**src/rtl/uart_pkg.sv**
```systemverilog
// Shared UART definitions: receive FSM state encoding, data width, legal
// oversampling ratios and a small voting helper.
package uart_pkg;

    localparam int DATA_WIDTH = 8;
    localparam int PRESCALE_W = 6;

    localparam logic [PRESCALE_W-1:0] PRESCALE_8  = 6'd8;
    localparam logic [PRESCALE_W-1:0] PRESCALE_16 = 6'd16;
    localparam logic [PRESCALE_W-1:0] PRESCALE_32 = 6'd32;

    // One-hot so each state decode is a single flop compare.
    typedef enum logic [4:0] {
        RX_IDLE   = 5'b00001,
        RX_START  = 5'b00010,
        RX_DATA   = 5'b00100,
        RX_PARITY = 5'b01000,
        RX_STOP   = 5'b10000
    } rx_state_e;

    function automatic logic majority3(input logic a, input logic b, input logic c);
        return (a & b) | (a & c) | (b & c);
    endfunction

endpackage

```
**src/rtl/uart_rx_ctrl_if.sv**
```systemverilog
// Receive-side bus: serial line and frame configuration in, decoded frame
// and status pulses out.
interface uart_rx_ctrl_if #(
    parameter int DATA_WIDTH = uart_pkg::DATA_WIDTH
);
    import uart_pkg::*;

    logic                  RX_IN;
    logic                  PAR_EN;
    logic                  PAR_TYP;
    logic [PRESCALE_W-1:0] Prescale;
    logic [DATA_WIDTH-1:0] P_DATA;
    logic                  data_valid;
    logic                  par_err;
    logic                  stp_err;
    logic                  Busy;

    modport master (
        output RX_IN, PAR_EN, PAR_TYP, Prescale,
        input  P_DATA, data_valid, par_err, stp_err, Busy
    );

    modport slave (
        input  RX_IN, PAR_EN, PAR_TYP, Prescale,
        output P_DATA, data_valid, par_err, stp_err, Busy
    );

endinterface

```
**src/rtl/uart_rx_edge_bit_counter.sv**
```systemverilog
// Oversampling timebase for the receiver: edge counter within a bit, data bit
// counter, end-of-bit flag and the three mid-bit sample strobes.
module uart_rx_edge_bit_counter #(
    parameter int DATA_WIDTH = uart_pkg::DATA_WIDTH
) (
    input  logic                            clk,
    input  logic                            srst,
    input  logic                            i_enable,
    input  logic                            i_clear,
    input  logic                            i_bit_inc,
    input  logic [uart_pkg::PRESCALE_W-1:0] i_prescale,
    output logic                            o_bit_end,
    output logic                            o_last_bit,
    output logic [2:0]                      o_sample
);
    import uart_pkg::*;

    localparam int BIT_CNT_W = (DATA_WIDTH > 1) ? $clog2(DATA_WIDTH) : 1;

    logic [PRESCALE_W-1:0] r_edge_cnt;
    logic [BIT_CNT_W-1:0]  r_bit_cnt;
    logic [PRESCALE_W-1:0] w_half;

    assign w_half     = i_prescale >> 1;
    assign o_bit_end  = (r_edge_cnt == (i_prescale - PRESCALE_W'(1)));
    assign o_last_bit = (r_bit_cnt == BIT_CNT_W'(DATA_WIDTH - 1));

    // Strobes at half-1, half and half+1 bracket the bit centre.
    generate
        for (genvar gi = 0; gi < 3; gi++) begin : g_strobe
            localparam int OFS = gi - 1;
            assign o_sample[gi] = (int'(r_edge_cnt) == (int'(w_half) + OFS));
        end
    endgenerate

    always_ff @(posedge clk) begin
        if (srst || i_clear) begin
            r_edge_cnt <= '0;
            r_bit_cnt  <= '0;
        end else if (i_enable) begin
            if (o_bit_end) begin
                r_edge_cnt <= '0;
                if (i_bit_inc) begin
                    r_bit_cnt <= r_bit_cnt + BIT_CNT_W'(1);
                end
            end else begin
                r_edge_cnt <= r_edge_cnt + PRESCALE_W'(1);
            end
        end
    end

endmodule

```
**src/rtl/uart_rx_ctrl.sv**
```systemverilog
// UART receive controller: start-bit qualification, majority-voted LSB-first
// data capture, optional parity check and stop-bit check.
module uart_rx_ctrl #(
    parameter int DATA_WIDTH = uart_pkg::DATA_WIDTH
) (
    input  logic          CLK,
    input  logic          RST,
    uart_rx_ctrl_if.slave rx_if
);
    import uart_pkg::*;

    rx_state_e             r_state;
    logic [PRESCALE_W-1:0] r_prescale;
    logic                  r_par_en;
    logic                  r_par_typ;
    logic                  r_frame_par_err;
    logic [2:0]            r_samples;
    logic [DATA_WIDTH-1:0] r_shift;
    logic [DATA_WIDTH-1:0] r_p_data;
    logic                  r_data_valid;
    logic                  r_par_err;
    logic                  r_stp_err;
    logic                  r_busy;

    logic                  w_in_frame;
    logic                  w_bit_end;
    logic                  w_last_bit;
    logic [2:0]            w_sample;
    logic                  w_majority;
    logic                  w_expected_par;

    assign w_in_frame     = (r_state != RX_IDLE);
    assign w_majority     = majority3(r_samples[0], r_samples[1], r_samples[2]);
    assign w_expected_par = (^r_shift) ^ r_par_typ;

    // Counter is held clear in IDLE so edge_cnt is 0 in the first START cycle.
    uart_rx_edge_bit_counter #(
        .DATA_WIDTH (DATA_WIDTH)
    ) u_edge_bit_counter (
        .clk        (CLK),
        .srst       (RST),
        .i_enable   (w_in_frame),
        .i_clear    (!w_in_frame),
        .i_bit_inc  (r_state == RX_DATA),
        .i_prescale (r_prescale),
        .o_bit_end  (w_bit_end),
        .o_last_bit (w_last_bit),
        .o_sample   (w_sample)
    );

    always_ff @(posedge CLK) begin
        if (RST) begin
            r_state         <= RX_IDLE;
            r_prescale      <= '0;
            r_par_en        <= 1'b0;
            r_par_typ       <= 1'b0;
            r_frame_par_err <= 1'b0;
            r_samples       <= '0;
            r_shift         <= '0;
            r_p_data        <= '0;
            r_data_valid    <= 1'b0;
            r_par_err       <= 1'b0;
            r_stp_err       <= 1'b0;
            r_busy          <= 1'b0;
        end else begin
            r_data_valid <= 1'b0;
            r_par_err    <= 1'b0;
            r_stp_err    <= 1'b0;

            for (int k = 0; k < 3; k++) begin
                if (w_sample[k]) begin
                    r_samples[k] <= rx_if.RX_IN;
                end
            end

            case (r_state)
                RX_IDLE: begin
                    if (!rx_if.RX_IN) begin
                        // Frame configuration is frozen for the whole frame.
                        r_state         <= RX_START;
                        r_prescale      <= rx_if.Prescale;
                        r_par_en        <= rx_if.PAR_EN;
                        r_par_typ       <= rx_if.PAR_TYP;
                        r_frame_par_err <= 1'b0;
                        r_busy          <= 1'b1;
                    end else begin
                        r_busy <= 1'b0;
                    end
                end

                RX_START: begin
                    if (w_bit_end) begin
                        if (w_majority) begin
                            r_state <= RX_IDLE;
                            r_busy  <= 1'b0;
                        end else begin
                            r_state <= RX_DATA;
                        end
                    end
                end

                RX_DATA: begin
                    if (w_bit_end) begin
                        r_shift <= {w_majority, r_shift[DATA_WIDTH-1:1]};
                        if (w_last_bit) begin
                            r_state <= r_par_en ? RX_PARITY : RX_STOP;
                        end
                    end
                end

                RX_PARITY: begin
                    if (w_bit_end) begin
                        if (w_majority != w_expected_par) begin
                            r_par_err       <= 1'b1;
                            r_frame_par_err <= 1'b1;
                        end
                        r_state <= RX_STOP;
                    end
                end

                RX_STOP: begin
                    if (w_bit_end) begin
                        r_state <= RX_IDLE;
                        r_busy  <= 1'b0;
                        if (!w_majority) begin
                            r_stp_err <= 1'b1;
                        end else if (!r_frame_par_err) begin
                            r_p_data     <= r_shift;
                            r_data_valid <= 1'b1;
                        end
                    end
                end

                default: begin
                    r_state <= RX_IDLE;
                    r_busy  <= 1'b0;
                end
            endcase
        end
    end

    assign rx_if.P_DATA     = r_p_data;
    assign rx_if.data_valid = r_data_valid;
    assign rx_if.par_err    = r_par_err;
    assign rx_if.stp_err    = r_stp_err;
    assign rx_if.Busy       = r_busy;

endmodule

```
**src/flat_wrapper.sv**
```systemverilog
// flat-port wrapper written by rule: the top's interface ports become plain ports
module uart_rx_ctrl_flat import uart_pkg::*;
#(
    parameter int DATA_WIDTH = uart_pkg::DATA_WIDTH
)
  (CLK, RST, rx_if_RX_IN, rx_if_PAR_EN, rx_if_PAR_TYP, rx_if_Prescale, rx_if_P_DATA, rx_if_data_valid, rx_if_par_err, rx_if_stp_err, rx_if_Busy);
  uart_rx_ctrl_if #(.DATA_WIDTH(DATA_WIDTH)) rx_if_i ();
  input  logic CLK;
  input  logic RST;
  input wire logic [$bits(rx_if_i.RX_IN)-1:0] rx_if_RX_IN;
  input wire logic [$bits(rx_if_i.PAR_EN)-1:0] rx_if_PAR_EN;
  input wire logic [$bits(rx_if_i.PAR_TYP)-1:0] rx_if_PAR_TYP;
  input wire logic [$bits(rx_if_i.Prescale)-1:0] rx_if_Prescale;
  output wire logic [$bits(rx_if_i.P_DATA)-1:0] rx_if_P_DATA;
  output wire logic [$bits(rx_if_i.data_valid)-1:0] rx_if_data_valid;
  output wire logic [$bits(rx_if_i.par_err)-1:0] rx_if_par_err;
  output wire logic [$bits(rx_if_i.stp_err)-1:0] rx_if_stp_err;
  output wire logic [$bits(rx_if_i.Busy)-1:0] rx_if_Busy;
  assign rx_if_i.RX_IN = rx_if_RX_IN;
  assign rx_if_i.PAR_EN = rx_if_PAR_EN;
  assign rx_if_i.PAR_TYP = rx_if_PAR_TYP;
  assign rx_if_i.Prescale = rx_if_Prescale;
  assign rx_if_P_DATA = rx_if_i.P_DATA;
  assign rx_if_data_valid = rx_if_i.data_valid;
  assign rx_if_par_err = rx_if_i.par_err;
  assign rx_if_stp_err = rx_if_i.stp_err;
  assign rx_if_Busy = rx_if_i.Busy;
  uart_rx_ctrl #(.DATA_WIDTH(DATA_WIDTH)) u_core (.CLK(CLK), .RST(RST), .rx_if(rx_if_i));
endmodule
```
**config.mk**
```make
export PLATFORM = sky130hd
export DESIGN_NAME = uart_rx_ctrl_flat
export DESIGN_NICKNAME = d
export VERILOG_FILES = /design/src/rtl/uart_pkg.sv /design/src/rtl/uart_rx_ctrl_if.sv /design/src/rtl/uart_rx_edge_bit_counter.sv /design/src/rtl/uart_rx_ctrl.sv /design/src/flat_wrapper.sv
export SDC_FILE = /design/constraint.sdc
export NUM_CORES = 1
export LEC_CHECK = 0
export ABC_AREA = 1
export ABC_CLOCK_PERIOD_IN_PS = 3600
export BUFFER_PORTS_ARGS = -buffer_cell sky130_fd_sc_hd__buf_2
export CAP_MARGIN = 15
export CORE_ASPECT_RATIO = 0.75
export CORE_MARGIN = 2
export CORE_UTILIZATION = 55
export DETAILED_ROUTE_END_ITERATION = 10
export PLACE_DENSITY = 0.75
export REMOVE_ABC_BUFFERS = 1
export SYNTH_ARGS = -nofsm -noshare
export SYNTH_HDL_FRONTEND = slang
export SYNTH_SLANG_ARGS = --single-unit
export TNS_END_PERCENT = 10
```
**constraint.sdc**
```tcl
create_clock -name CLK -period 3.6 [get_ports CLK]
set_input_delay 0 -clock CLK [delete_from_list [all_inputs] [get_ports CLK]]
set_output_delay 0 -clock CLK [all_outputs]
set_load 0.02 [all_outputs]
```
==> out/qor.yml <==
final_layout:
  antenna_cells: 0
  drive_gt1_share_pct: 15.51
  finalNetCount: 391
  area_growth_pct: 12.75
cts:
  clk_pin_slew_ns: 0.08
  cts_buffers: 5
  ctsResizeCount: 0
  insertion_delay_ns: 0.29
  clock-root-buffer: "clkbuf_8"
  clock_path_buffers: 2
  cts_tree: "yes"
  numClockSinks: 46
  cts_htree_levels: 2
timing:
  slew_headroom_pct: 40.89
  finalHoldViolCount: 0
  drv_slew: 0
  fin_crit_ns: 2.082
  clock.fmax_mhz: 480.2
  final.period_utilization_pct: 57.84
  setup_viol: 0
  setup_ws_ns: 1.518
  rsz0062_at_grt: "false"
  tightest_slew_ns: 0.8819
  fin_worst_skew_ns: 0.006815
  tns_ns: 0
synth:
  ys_seq_area_share_pct: 37.23
  yosys.area.top_type_share_pct: 37.23
  ys_warn_count: 0
  avgSynthCellArea_um2: 7.088
  synthCells: 349
  synthFlopType: "dfxtp_1"
  yosys-top-cells-area: "dfxtp_1 (37%), nand2_1 (12%), inv_1 (5.8%)"
  ys_types: 32
  async_flop_share_pct: 0
  synth_most_common_cell: "nand2_1"
  yosysTopAreaCell: "dfxtp_1"
  ys_ff_latch: 46
  yosys-top-cells-count: "nand2_1 (77), dfxtp_1 (46), inv_1 (38), nor2_1 (31), a21oi_1 (27)"
  syn_area_um2: 2474
  synth-edff-count: 0
route:
  dr.pass1.iters: 5
  post_drt_wl_per_cell_um: 11.94
  drcViolationCount: 0
  drt_iter0_markers: 161
  finalWirelength_um: 5145
  avgViaCountPerCell: 5.183
  ant_nets: 0
  route.vias.total: 2234
worst_setup_path:
  worstPathCellList: "inv_1 > ha_1 > inv_1 > nand2_1 > nand2_1 > nor2_1 > nand2_1 > nor2_2 > nand2_4 > inv_4 > nand2_2 > o21ai_1 > a21oi_1"
  path_class: "flop to flop"
  slowest_delay_ns: 0.39
  crit_required_ns: 3.78
  reg2reg_slack_ns: 1.52
  cp-start-kind: "flop"
  crit_arrival_ns: 2.26
  cp_slowest_cell: "dfxtp_1"
  crit_top_cell: "nand2_1"
  worst-path-max-fanout: 14
  critPathCaptureType: "flop"
global_routing:
  grt_pass1_vias: 1848
  grt_max_degree: 24
  grt_pass1_wl_um: 8438
  overflow: 0
  grt.total_usage_pct: 21.96
  antenna_found_initial: 0
place:
  port_buffers: 22
  pre_cts_slack_ns: 1.530
  dp_hpwl_um: 3798
  gp_congestion: 0.9099
floorplan:
  row_count: 21
  fp.dieH_um: 62.08
  num_io_pins: 23
  start_util_pct: 56.37
  fp.dieArea_um2: 5056
  core-area_um2: 4388
  die_w_um: 81.44
pwr:
  ir_drop_mv: 0.3432
  leakagePower_nw: 1.245
  power_density_nw_per_um2: 706.7
job:
  maxCapViolCount: 0
hold_path:
  hold_path.class: "input port to flop"
outcome:
  status: "completed"
==> per-stage QoR <==
step | util, % | instance area [um^2] | instances | power, W | hold WS [ns]
floorplan | - | 2405 | 338 | 0.001322 | 0.06907
global placement | 58.94 | 2586 | 417 | 0.001488 | 0.2441
detailed placement | 58.94 | 2586 | 417 | 0.001494 | 0.2486
CTS | 63.56 | 2789 | 431 | 0.001967 | 0.004303
global route | 63.56 | 2789 | 431 | 0.002131 | 0.01872
finish | 63.56 | 2789 | 431 | 0.001971 | 0.001975
==> layout by cell type (no fill, tap or decap), drive strengths merged <==
cell / netlist / final
nor2: 35 / 35
o21bai: 1 / 1
o211ai: 1 / 1
dfxtp: 46 / 46
nor4: 1 / 1
nand3: 22 / 22
buf: 6 / 22
xnor2: 8 / 8
a21oi: 35 / 35
o21ai: 25 / 25
or2: 1 / 1
nand4: 6 / 6
nand3b: 1 / 1
nor3b: 1 / 1
bufinv: 0 / 2
ha: 7 / 7
nor3: 9 / 9
xor2: 12 / 12
inv: 47 / 47
clkbuf: 5 / 6
nand2: 80 / 80
dlygate4sd3: 0 / 6
==> layout make-up <==
class                           instances  area, um^2
Clock buffer                            6       82.58
Clock inverter                          2       60.06
Fill cell                             375        1599
Inverter                               47       178.9
Multi-Input combinational cell        245        1305
Sequential cell                        46       920.9
Tap cell                               57       71.32
Timing Repair Buffer                   28       170.2
==> critical path: cells and delay by family (launching register included) <==
| family | cells | cell delay (ns) |
|---|---|---|
| AOI/OAI and AO/OA | 2 | 0.25 |
| DFF | 1 | 0.39 |
| and+or+nand+nor | 7 | 0.68 |
| buffers and inverters | 3 | 0.32 |
| adders and majority gates | 1 | 0.32 |
==> registers in the layout, indices dropped and copies added, names as in the netlist <==
register                              flops
u_core.r_par_typ                          1
u_core.r_samples                          3
u_core.rx_if.P_DATA                       8
u_core.r_frame_par_err                    1
u_core.rx_if.Busy                         1
u_core.r_prescale                         6
u_core.u_edge_bit_counter.r_bit_cnt       3
u_core.r_par_en                           1
u_core.rx_if.data_valid                   1
u_core.rx_if.par_err                      1
u_core.r_state                            5
u_core.rx_if.stp_err                      1
u_core.u_edge_bit_counter.r_edge_cnt      6
u_core.r_shift                            8
==> metal layers <==
metal  share of wire (%)  vias to the layer above  track usage, %
met2                  41                       59           30.68
met3                 5.1                        7           4.480
met1                  53                     1006           33.84
met5                   0                        -               0
li1                    -                     1162               -
met4                 1.1                        0           6.295
==> what timing repair did <==
action | 4_1_cts | 5_1_grt
hold buffers | 6 | 0
buffers inserted | 0 | 0
endpoints found under the hold margin | 6 | 0
==> cell families (layout without fill, tap and decap cells) <==
family          after synthesis  after routing  synth area share, %
compound gates               62             62                14.26
flops                        46             46                37.23
xor+xnor                     20             20                7.082
simple gates                156            156                27.87
fa+ha+maj                     7              7                3.541
buf+inv                      58             83                10.02
==> power breakdown <==
part | leakage [nW] | total [W] | internal [W] | switching [W]
registers | 0.374 | 0.000694 | 0.000592 | 0.000102
clock network | 0.0714 | 0.000464 | 0.000296 | 0.000168
logic | 0.799 | 0.000813 | 0.000294 | 0.000520
total | 1.24 | 0.00197 | 0.00118 | 0.000789
==> worst paths after layout <==
path                                             start                                     end  depth (start not counted)
worst min register to register  u_core.rx_if.P_DATA[0]                  u_core.rx_if.P_DATA[0]                          2
worst max-delay path              u_core.r_prescale[1]  u_core.u_edge_bit_counter.r_bit_cnt[0]                         13
worst max register to register    u_core.r_prescale[1]  u_core.u_edge_bit_counter.r_bit_cnt[0]                         13
worst min-delay path                 rx_if_Prescale[2]                    u_core.r_prescale[2]                          3
Note: power is estimated with default switching activity, not from simulation.
